$ cat config.mk
export PLATFORM = sky130hd
export DESIGN_NAME = neuron_sequencer_flat
export DESIGN_NICKNAME = d
export VERILOG_FILES = /design/src/rtl/neuron_ctrl_pkg.sv /design/src/rtl/neuron_sequencer_if.sv /design/src/rtl/bitstream_counter.sv /design/src/rtl/neuron_sequencer.sv /design/src/flat_wrapper.sv
export SDC_FILE = /design/constraint.sdc
export NUM_CORES = 1
export LEC_CHECK = 0
export ABC_AREA = 1
export CELL_PAD_IN_SITES_DETAIL_PLACEMENT = 2
export CELL_PAD_IN_SITES_GLOBAL_PLACEMENT = 2
export CORE_MARGIN = 2
export CORE_UTILIZATION = 26
export DETAILED_ROUTE_END_ITERATION = 8
export PLACE_DENSITY_LB_ADDON = 0.15
export SLEW_MARGIN = 25
export SYNTH_ARGS = -nofsm -noshare
export SYNTH_HDL_FRONTEND = slang
export SYNTH_SLANG_ARGS = --single-unit
$ cat constraint.sdc
create_clock -name clk -period 2.2 [get_ports clk]
set_clock_uncertainty 0.1 [all_clocks]
set_input_delay 0.44 -clock clk [delete_from_list [all_inputs] [get_ports clk]]
set_output_delay 0.44 -clock clk [all_outputs]
set_load 0.01 [all_outputs]
$ cat src/rtl/neuron_ctrl_pkg.sv
// Shared types and helpers for the neuron sequencer: state encoding,
// config address map and result-width derivation.
package neuron_ctrl_pkg;

    localparam int unsigned DATA_W = 32;

    typedef enum logic [2:0] {
        IDLE  = 3'd0,
        SEED  = 3'd1,
        FLUSH = 3'd2,
        RUN   = 3'd3,
        DONE  = 3'd4
    } seq_state_t;

    // Bias register sits directly above the weight registers.
    function automatic int unsigned bias_addr(input int unsigned input_size);
        return input_size;
    endfunction

    // Width needed to hold a ones-count of 0..stream_len inclusive.
    function automatic int unsigned cnt_w(input int unsigned stream_len);
        return $clog2(stream_len + 1);
    endfunction

endpackage

$ cat src/rtl/neuron_sequencer_if.sv
// Scheduler/neuron-facing bundle of the neuron sequencer.
// master: the sequencer (drives config status, neuron controls, result).
// slave : the environment (scheduler + neuron instance).
interface neuron_sequencer_if #(
    parameter int unsigned INPUT_SIZE = 2,
    parameter int unsigned STREAM_LEN = 256
);
    import neuron_ctrl_pkg::*;

    localparam int unsigned AW    = $clog2(INPUT_SIZE + 1);
    localparam int unsigned CNT_W = cnt_w(STREAM_LEN);

    logic                                cfg_we;
    logic [AW-1:0]                       cfg_addr;
    logic [DATA_W-1:0]                   cfg_data;
    logic                                cfg_err;
    logic                                start;
    logic                                busy;
    logic [INPUT_SIZE-1:0][DATA_W-1:0]   weight_values;
    logic [DATA_W-1:0]                   bias_value;
    logic                                nrn_n_rst;
    logic                                stream_en;
    logic                                nrn_out;
    logic                                res_valid;
    logic                                res_ready;
    logic [CNT_W-1:0]                    res_count;

    modport master (
        input  cfg_we, cfg_addr, cfg_data, start, nrn_out, res_ready,
        output cfg_err, busy, weight_values, bias_value, nrn_n_rst,
               stream_en, res_valid, res_count
    );

    modport slave (
        output cfg_we, cfg_addr, cfg_data, start, nrn_out, res_ready,
        input  cfg_err, busy, weight_values, bias_value, nrn_n_rst,
               stream_en, res_valid, res_count
    );

endinterface

$ cat src/rtl/bitstream_counter.sv
// Ones-counter for a bitstream.
// Ports: clk, rst (sync, active-high), clear_i (zero the count),
// en_i (count enable), bit_i (stream bit), count_o (current count).
module bitstream_counter #(
    parameter int unsigned CNT_W = 9
) (
    input  logic             clk,
    input  logic             rst,
    input  logic             clear_i,
    input  logic             en_i,
    input  logic             bit_i,
    output logic [CNT_W-1:0] count_o
);

    logic [CNT_W-1:0] count_q, count_d;

    always_comb begin
        count_d = count_q;
        if (clear_i) begin
            count_d = '0;
        end else if (en_i && bit_i) begin
            count_d = count_q + CNT_W'(1);
        end
    end

    always_ff @(posedge clk) begin
        if (rst) begin
            count_q <= '0;
        end else begin
            count_q <= count_d;
        end
    end

    assign count_o = count_q;

endmodule

$ cat src/rtl/neuron_sequencer.sv
// Control/config block for one stochastic bitstream neuron: weight/bias
// register file, reseed-flush-run evaluation sequencing, ones-count result.
// Ports: clk, rst (sync, active-high), bus (neuron_sequencer_if.master):
// config write/err, start/busy, weights/bias, nrn_n_rst/stream_en/nrn_out,
// res_valid/res_ready/res_count.
module neuron_sequencer
    import neuron_ctrl_pkg::*;
#(
    parameter int unsigned INPUT_SIZE   = 2,
    parameter int unsigned STREAM_LEN   = 256,
    parameter int unsigned FLUSH_CYCLES = 2
) (
    input  logic                clk,
    input  logic                rst,
    neuron_sequencer_if.master  bus
);

    localparam int unsigned CNT_W  = cnt_w(STREAM_LEN);
    localparam int unsigned AW     = $clog2(INPUT_SIZE + 1);
    localparam int unsigned BIAS_A = bias_addr(INPUT_SIZE);
    localparam int unsigned PH_MAX = (STREAM_LEN > FLUSH_CYCLES) ? STREAM_LEN : FLUSH_CYCLES;
    localparam int unsigned PH_W   = $clog2(PH_MAX);

    localparam logic [2:0] ST_IDLE  = IDLE;
    localparam logic [2:0] ST_SEED  = SEED;
    localparam logic [2:0] ST_FLUSH = FLUSH;
    localparam logic [2:0] ST_RUN   = RUN;
    localparam logic [2:0] ST_DONE  = DONE;

    logic [2:0]                          state_q, state_d;
    logic [PH_W-1:0]                     phase_q, phase_d;
    logic [INPUT_SIZE-1:0][DATA_W-1:0]   weights_q, weights_d;
    logic [DATA_W-1:0]                   bias_q, bias_d;
    logic [CNT_W-1:0]                    res_count_q, res_count_d;
    logic                                cfg_err_q, cfg_err_d;
    logic                                busy_q, busy_d;
    logic                                nrn_n_rst_q, nrn_n_rst_d;
    logic                                stream_en_q, stream_en_d;
    logic                                res_valid_q, res_valid_d;
    logic                                cnt_clear_c, cnt_en_c;
    logic [CNT_W-1:0]                    cnt_c;

    bitstream_counter #(.CNT_W(CNT_W)) u_counter (
        .clk     (clk),
        .rst     (rst),
        .clear_i (cnt_clear_c),
        .en_i    (cnt_en_c),
        .bit_i   (bus.nrn_out),
        .count_o (cnt_c)
    );

    // Next-state, register-file and output decode.
    always_comb begin
        state_d     = state_q;
        phase_d     = phase_q;
        weights_d   = weights_q;
        bias_d      = bias_q;
        res_count_d = res_count_q;
        cfg_err_d   = 1'b0;
        cnt_clear_c = 1'b0;
        cnt_en_c    = 1'b0;

        // Writes land only in IDLE with a legal address; anything else is flagged.
        if (bus.cfg_we) begin
            if ((state_q == ST_IDLE) && (bus.cfg_addr <= AW'(BIAS_A))) begin
                if (bus.cfg_addr == AW'(BIAS_A)) begin
                    bias_d = bus.cfg_data;
                end else begin
                    for (int i = 0; i < INPUT_SIZE; i++) begin
                        if (bus.cfg_addr == AW'(i)) begin
                            weights_d[i] = bus.cfg_data;
                        end
                    end
                end
            end else begin
                cfg_err_d = 1'b1;
            end
        end

        case (state_q)
            ST_IDLE: begin
                if (bus.start) begin
                    state_d     = ST_SEED;
                    phase_d     = '0;
                    cnt_clear_c = 1'b1;
                end
            end
            ST_SEED: begin
                state_d = ST_FLUSH;
                phase_d = '0;
            end
            ST_FLUSH: begin
                if (phase_q == PH_W'(FLUSH_CYCLES - 1)) begin
                    state_d = ST_RUN;
                    phase_d = '0;
                end else begin
                    phase_d = phase_q + PH_W'(1);
                end
            end
            ST_RUN: begin
                cnt_en_c = 1'b1;
                if (phase_q == PH_W'(STREAM_LEN - 1)) begin
                    // Fold in the final bit, which the counter only sees next edge.
                    res_count_d = cnt_c + CNT_W'(bus.nrn_out);
                    state_d     = ST_DONE;
                end else begin
                    phase_d = phase_q + PH_W'(1);
                end
            end
            ST_DONE: begin
                if (bus.res_ready) begin
                    state_d = ST_IDLE;
                end
            end
            default: begin
                state_d = ST_IDLE;
            end
        endcase

        // Outputs are registered from the next state so they align with state_q.
        busy_d      = (state_d != ST_IDLE);
        nrn_n_rst_d = (state_d == ST_FLUSH) || (state_d == ST_RUN) || (state_d == ST_DONE);
        stream_en_d = (state_d == ST_FLUSH) || (state_d == ST_RUN);
        res_valid_d = (state_d == ST_DONE);
    end

    always_ff @(posedge clk) begin
        if (rst) begin
            state_q     <= ST_IDLE;
            phase_q     <= '0;
            weights_q   <= '0;
            bias_q      <= '0;
            res_count_q <= '0;
            cfg_err_q   <= 1'b0;
            busy_q      <= 1'b0;
            nrn_n_rst_q <= 1'b0;
            stream_en_q <= 1'b0;
            res_valid_q <= 1'b0;
        end else begin
            state_q     <= state_d;
            phase_q     <= phase_d;
            weights_q   <= weights_d;
            bias_q      <= bias_d;
            res_count_q <= res_count_d;
            cfg_err_q   <= cfg_err_d;
            busy_q      <= busy_d;
            nrn_n_rst_q <= nrn_n_rst_d;
            stream_en_q <= stream_en_d;
            res_valid_q <= res_valid_d;
        end
    end

    assign bus.weight_values = weights_q;
    assign bus.bias_value    = bias_q;
    assign bus.res_count     = res_count_q;
    assign bus.cfg_err       = cfg_err_q;
    assign bus.busy          = busy_q;
    assign bus.nrn_n_rst     = nrn_n_rst_q;
    assign bus.stream_en     = stream_en_q;
    assign bus.res_valid     = res_valid_q;

endmodule

$ cat src/flat_wrapper.sv
// flat-port wrapper written by rule: the top's interface ports become plain ports
module neuron_sequencer_flat import neuron_ctrl_pkg::*;
#(
    parameter int unsigned INPUT_SIZE   = 2,
    parameter int unsigned STREAM_LEN   = 256,
    parameter int unsigned FLUSH_CYCLES = 2
)
  (clk, rst, bus_cfg_we, bus_cfg_addr, bus_cfg_data, bus_start, bus_nrn_out, bus_res_ready, bus_cfg_err, bus_busy, bus_weight_values, bus_bias_value, bus_nrn_n_rst, bus_stream_en, bus_res_valid, bus_res_count);
  neuron_sequencer_if #(.INPUT_SIZE(INPUT_SIZE), .STREAM_LEN(STREAM_LEN)) bus_i ();
  input  logic clk;
  input  logic rst;
  input wire logic [$bits(bus_i.cfg_we)-1:0] bus_cfg_we;
  input wire logic [$bits(bus_i.cfg_addr)-1:0] bus_cfg_addr;
  input wire logic [$bits(bus_i.cfg_data)-1:0] bus_cfg_data;
  input wire logic [$bits(bus_i.start)-1:0] bus_start;
  input wire logic [$bits(bus_i.nrn_out)-1:0] bus_nrn_out;
  input wire logic [$bits(bus_i.res_ready)-1:0] bus_res_ready;
  output wire logic [$bits(bus_i.cfg_err)-1:0] bus_cfg_err;
  output wire logic [$bits(bus_i.busy)-1:0] bus_busy;
  output wire logic [$bits(bus_i.weight_values)-1:0] bus_weight_values;
  output wire logic [$bits(bus_i.bias_value)-1:0] bus_bias_value;
  output wire logic [$bits(bus_i.nrn_n_rst)-1:0] bus_nrn_n_rst;
  output wire logic [$bits(bus_i.stream_en)-1:0] bus_stream_en;
  output wire logic [$bits(bus_i.res_valid)-1:0] bus_res_valid;
  output wire logic [$bits(bus_i.res_count)-1:0] bus_res_count;
  assign bus_i.cfg_we = bus_cfg_we;
  assign bus_i.cfg_addr = bus_cfg_addr;
  assign bus_i.cfg_data = bus_cfg_data;
  assign bus_i.start = bus_start;
  assign bus_i.nrn_out = bus_nrn_out;
  assign bus_i.res_ready = bus_res_ready;
  assign bus_cfg_err = bus_i.cfg_err;
  assign bus_busy = bus_i.busy;
  assign bus_weight_values = bus_i.weight_values;
  assign bus_bias_value = bus_i.bias_value;
  assign bus_nrn_n_rst = bus_i.nrn_n_rst;
  assign bus_stream_en = bus_i.stream_en;
  assign bus_res_valid = bus_i.res_valid;
  assign bus_res_count = bus_i.res_count;
  neuron_sequencer #(.INPUT_SIZE(INPUT_SIZE), .STREAM_LEN(STREAM_LEN), .FLUSH_CYCLES(FLUSH_CYCLES)) u_core (.clk(clk), .rst(rst), .bus(bus_i));
endmodule
==> impl_metrics.env <==
export IMPL_outcome="complete, no violations"
export IMPL_synth_area_per_cell_um2=7.66
export IMPL_syn2layout_area_growth_pct=49.5
export IMPL_pin_count=150
export IMPL_min_period_ps=1900
export IMPL_wl_um=18800
export IMPL_post_cts_setup_buffers=0
export IMPL_synth_cell_types=31
export IMPL_endpoint_kind="output port"
export IMPL_rows=50
export IMPL_dpl_hpwl_um=13300
export IMPL_grt_usage_pct=19.0
export IMPL_vias=4962
export IMPL_synth_edf_count=0
export IMPL_critPathBufInv=1
export IMPL_setup_ws_ps=302
export IMPL_die_height_um=143
export IMPL_grt_pass1_vias=5555
export IMPL_start_kind="flip-flop"
export IMPL_min_path_cells=2
export IMPL_grt_overflow_total=0
export IMPL_synthTopCellsByCount="214 x nor2_1, 130 x dfxtp_1, 108 x o21ai_0"
export IMPL_rr_worst_depth=9
export IMPL_synth_fp_nets=700
export IMPL_grt_max_degree=60
export IMPL_syn_inst=655
export IMPL_htree_levels=4
export IMPL_relSlewSlack_pct=54.9
export IMPL_peakVddDrop_uv=528
export IMPL_final_nets=858
export IMPL_hold_end="u_core.phase_q[7]$_SDFFE_PP0P_"
export IMPL_cts_buffer_depth=2
export IMPL_yosys_area_top_type="dfxtp_1"
export IMPL_report_final_slew_viol_count=0
export IMPL_ys_warnings_count=0
export IMPL_dieWidth_um=143
export IMPL_clk_transition_reported_paths_ps=60
export IMPL_coreArea_um2=18800
export IMPL_floorplan_initialDensity_pct=26.6
export IMPL_critPathMaxStageDelay_ps=610
export IMPL_worstPathRequired_ps=1660
export IMPL_use_met3_pct=4.80
export IMPL_ctsResizeCount=0
export IMPL_final_util_pct=39.8
export IMPL_dr_pass1_iters=4
export IMPL_postRouteAntennaNets=0
export IMPL_hp_start="u_core.phase_q[7]$_SDFFE_PP0P_"
export IMPL_reg2reg_slack_ps=340
export IMPL_worstSetupPathType="flip-flop to output port"
export IMPL_synth_most_common_cell="nor2_1"
export IMPL_drive_above_1_share_pct=9.08
export IMPL_drt_iter0_drc=170
export IMPL_regToRegEndpoint="u_core.phase_q[5]$_SDFFE_PP0P_"
export IMPL_fin_cells=1086
export IMPL_ys_seq_area_share_pct=51.9
export IMPL_synth_top_area_share_pct=51.9
export IMPL_cp_max_fo=2
export IMPL_grtUsageMet2_pct=34.2
export IMPL_cts_hold_buf=0
export IMPL_ys_ff_latch=130
export IMPL_dp_cells=1054
export IMPL_clock_sinks=130
export IMPL_wl_per_cell_um=17.3
export IMPL_hold_class="flip-flop to flip-flop"
export IMPL_clock_latency_ps=410
export IMPL_drv_cap=0
export IMPL_cp_cell_sequence="clkdlybuf4s50_1"
export IMPL_powerDensity_nw_per_um2=824
export IMPL_hold_viol=0
export IMPL_cts_root_buf="clkbuf_16"
export IMPL_antenna_found_initial=0
export IMPL_ys_flop_type="dfxtp_1"
export IMPL_die_area_um2=20400
export IMPL_power_mw=6.18
export IMPL_r2r_start="u_core.phase_q[0]$_SDFFE_PP0P_"
export IMPL_grt_pass1_wl_um=29700
export IMPL_setup_violations=0
export IMPL_gp_congestion=0.771
export IMPL_busiest_layer="met2"
export IMPL_crit_slowest_cell="clkdlybuf4s50_1"
export IMPL_vias_per_cell=4.57
export IMPL_rsz0062_at_grt="false"
export IMPL_p_leak_nw=2.91
export IMPL_cts_buffers=17
export IMPL_numPortBuffers=149
export IMPL_layout_worst_path_cycle_share_pct=86.3
export IMPL_cp_arrival_ps=1360
export IMPL_worst_slew_pin_slew_ps=675
export IMPL_fin_tns_setup_ps=0
export IMPL_timing_fmax_mhz=527
export IMPL_grt_use_met1_pct=21.9
export IMPL_drc_errors=0
export IMPL_crit_family="buffers and inverters"
export IMPL_ys_async_sr_fraction_pct=0
export IMPL_pre_cts_slack_ps=-53.9
export IMPL_diodes=0
export IMPL_yosys_top_cells_area="dfxtp_1 52%, nor2_1 16%, o21ai_0 11%, nand2_1 3.9%, inv_1 2.5%"
export IMPL_cts_tree="done"
export IMPL_synth_area_um2=5010
## through the flow
step                      hold WS, ps  instance area [um2]
after floorplan                   344                 5010
after global placement            353                 6890
after detailed placement          364                 6890
after CTS                         376                 7500
after global routing              382                 7500
final                             377                 7500
## flip-flops by register name (all words and copies together) (netlist names), 3 cells and up
signal / cells
u_core.bus.bias_value: 32
u_core.u_counter.count_o: 9
u_core.state_q: 3
u_core.phase_q: 8
u_core.bus.weight_values: 64
u_core.bus.res_count: 9
## power by group
part | total, mW | switching [mW] | internal (mW)
Clock | 2.94 | 1.12 | 1.82
Combinational | 0.714 | 0.372 | 0.342
Sequential | 2.52 | 0.0601 | 2.46
## how the worst max path moves through the flow
stage          cells past startpoint  slack [ps]                                    from                                     end
6_report                           1         300  u_core.bus.bias_value[10]$_SDFFE_PP0P_                      bus_bias_value[10]
3_5_place_dp                       6         -50                         bus_cfg_addr[1]   u_core.bus.bias_value[8]$_SDFFE_PP0P_
5_1_grt                            9         170          u_core.phase_q[0]$_SDFFE_PP0P_          u_core.phase_q[5]$_SDFFE_PP0P_
3_3_place_gp                       6          40                         bus_cfg_addr[1]  u_core.bus.bias_value[20]$_SDFFE_PP0P_
2_1_floorplan                      8         640          u_core.phase_q[0]$_SDFFE_PP0P_    u_core.bus.res_count[5]$_SDFFE_PP0P_
4_1_cts                            1         270  u_core.bus.bias_value[10]$_SDFFE_PP0P_                      bus_bias_value[10]
## cells in the final DEF, fill, tap and decap left out, drive strengths merged, types with 3 or more instances in the layout
cell / n
nor2: 216
clkdlybuf4s50: 149
dfxtp: 130
o21ai: 112
nand2: 56
inv: 42
buf: 22
a21oi: 21
clkbuf: 20
nand3: 13
nor3: 8
nand4: 7
xor2: 5
ha: 5
clkinv: 5
bufinv: 3
clkinvlp: 3
## layer usage
| metal | share of wire, % | up-vias | wire, um |
|---|---|---|---|
| met4 | 1.7 | 0 | 311 |
| met5 | 0 | - | 0 |
| li1 | - | 2415 | - |
| met1 | 43 | 2438 | 8010 |
| met2 | 51 | 93 | 9560 |
| met3 | 4.6 | 16 | 869 |
## kinds of logic after synthesis
kind of cell	synth area share (%)
fa+ha+maj	1.25
buf+inv	6.39
compound gates	13.6
simple gates	25.6
xor+xnor	1.22
flops	51.9
## layout make-up
cell class	instances	area, um2
multi-input cells	452	2090
flip-flops and latches	130	2600
well taps	260	325
clock buffers	20	447
clock inverters	12	158
fillers	2121	11300
inverters	41	154
repair buffers	171	1720
(Power assumes the default switching activity.)
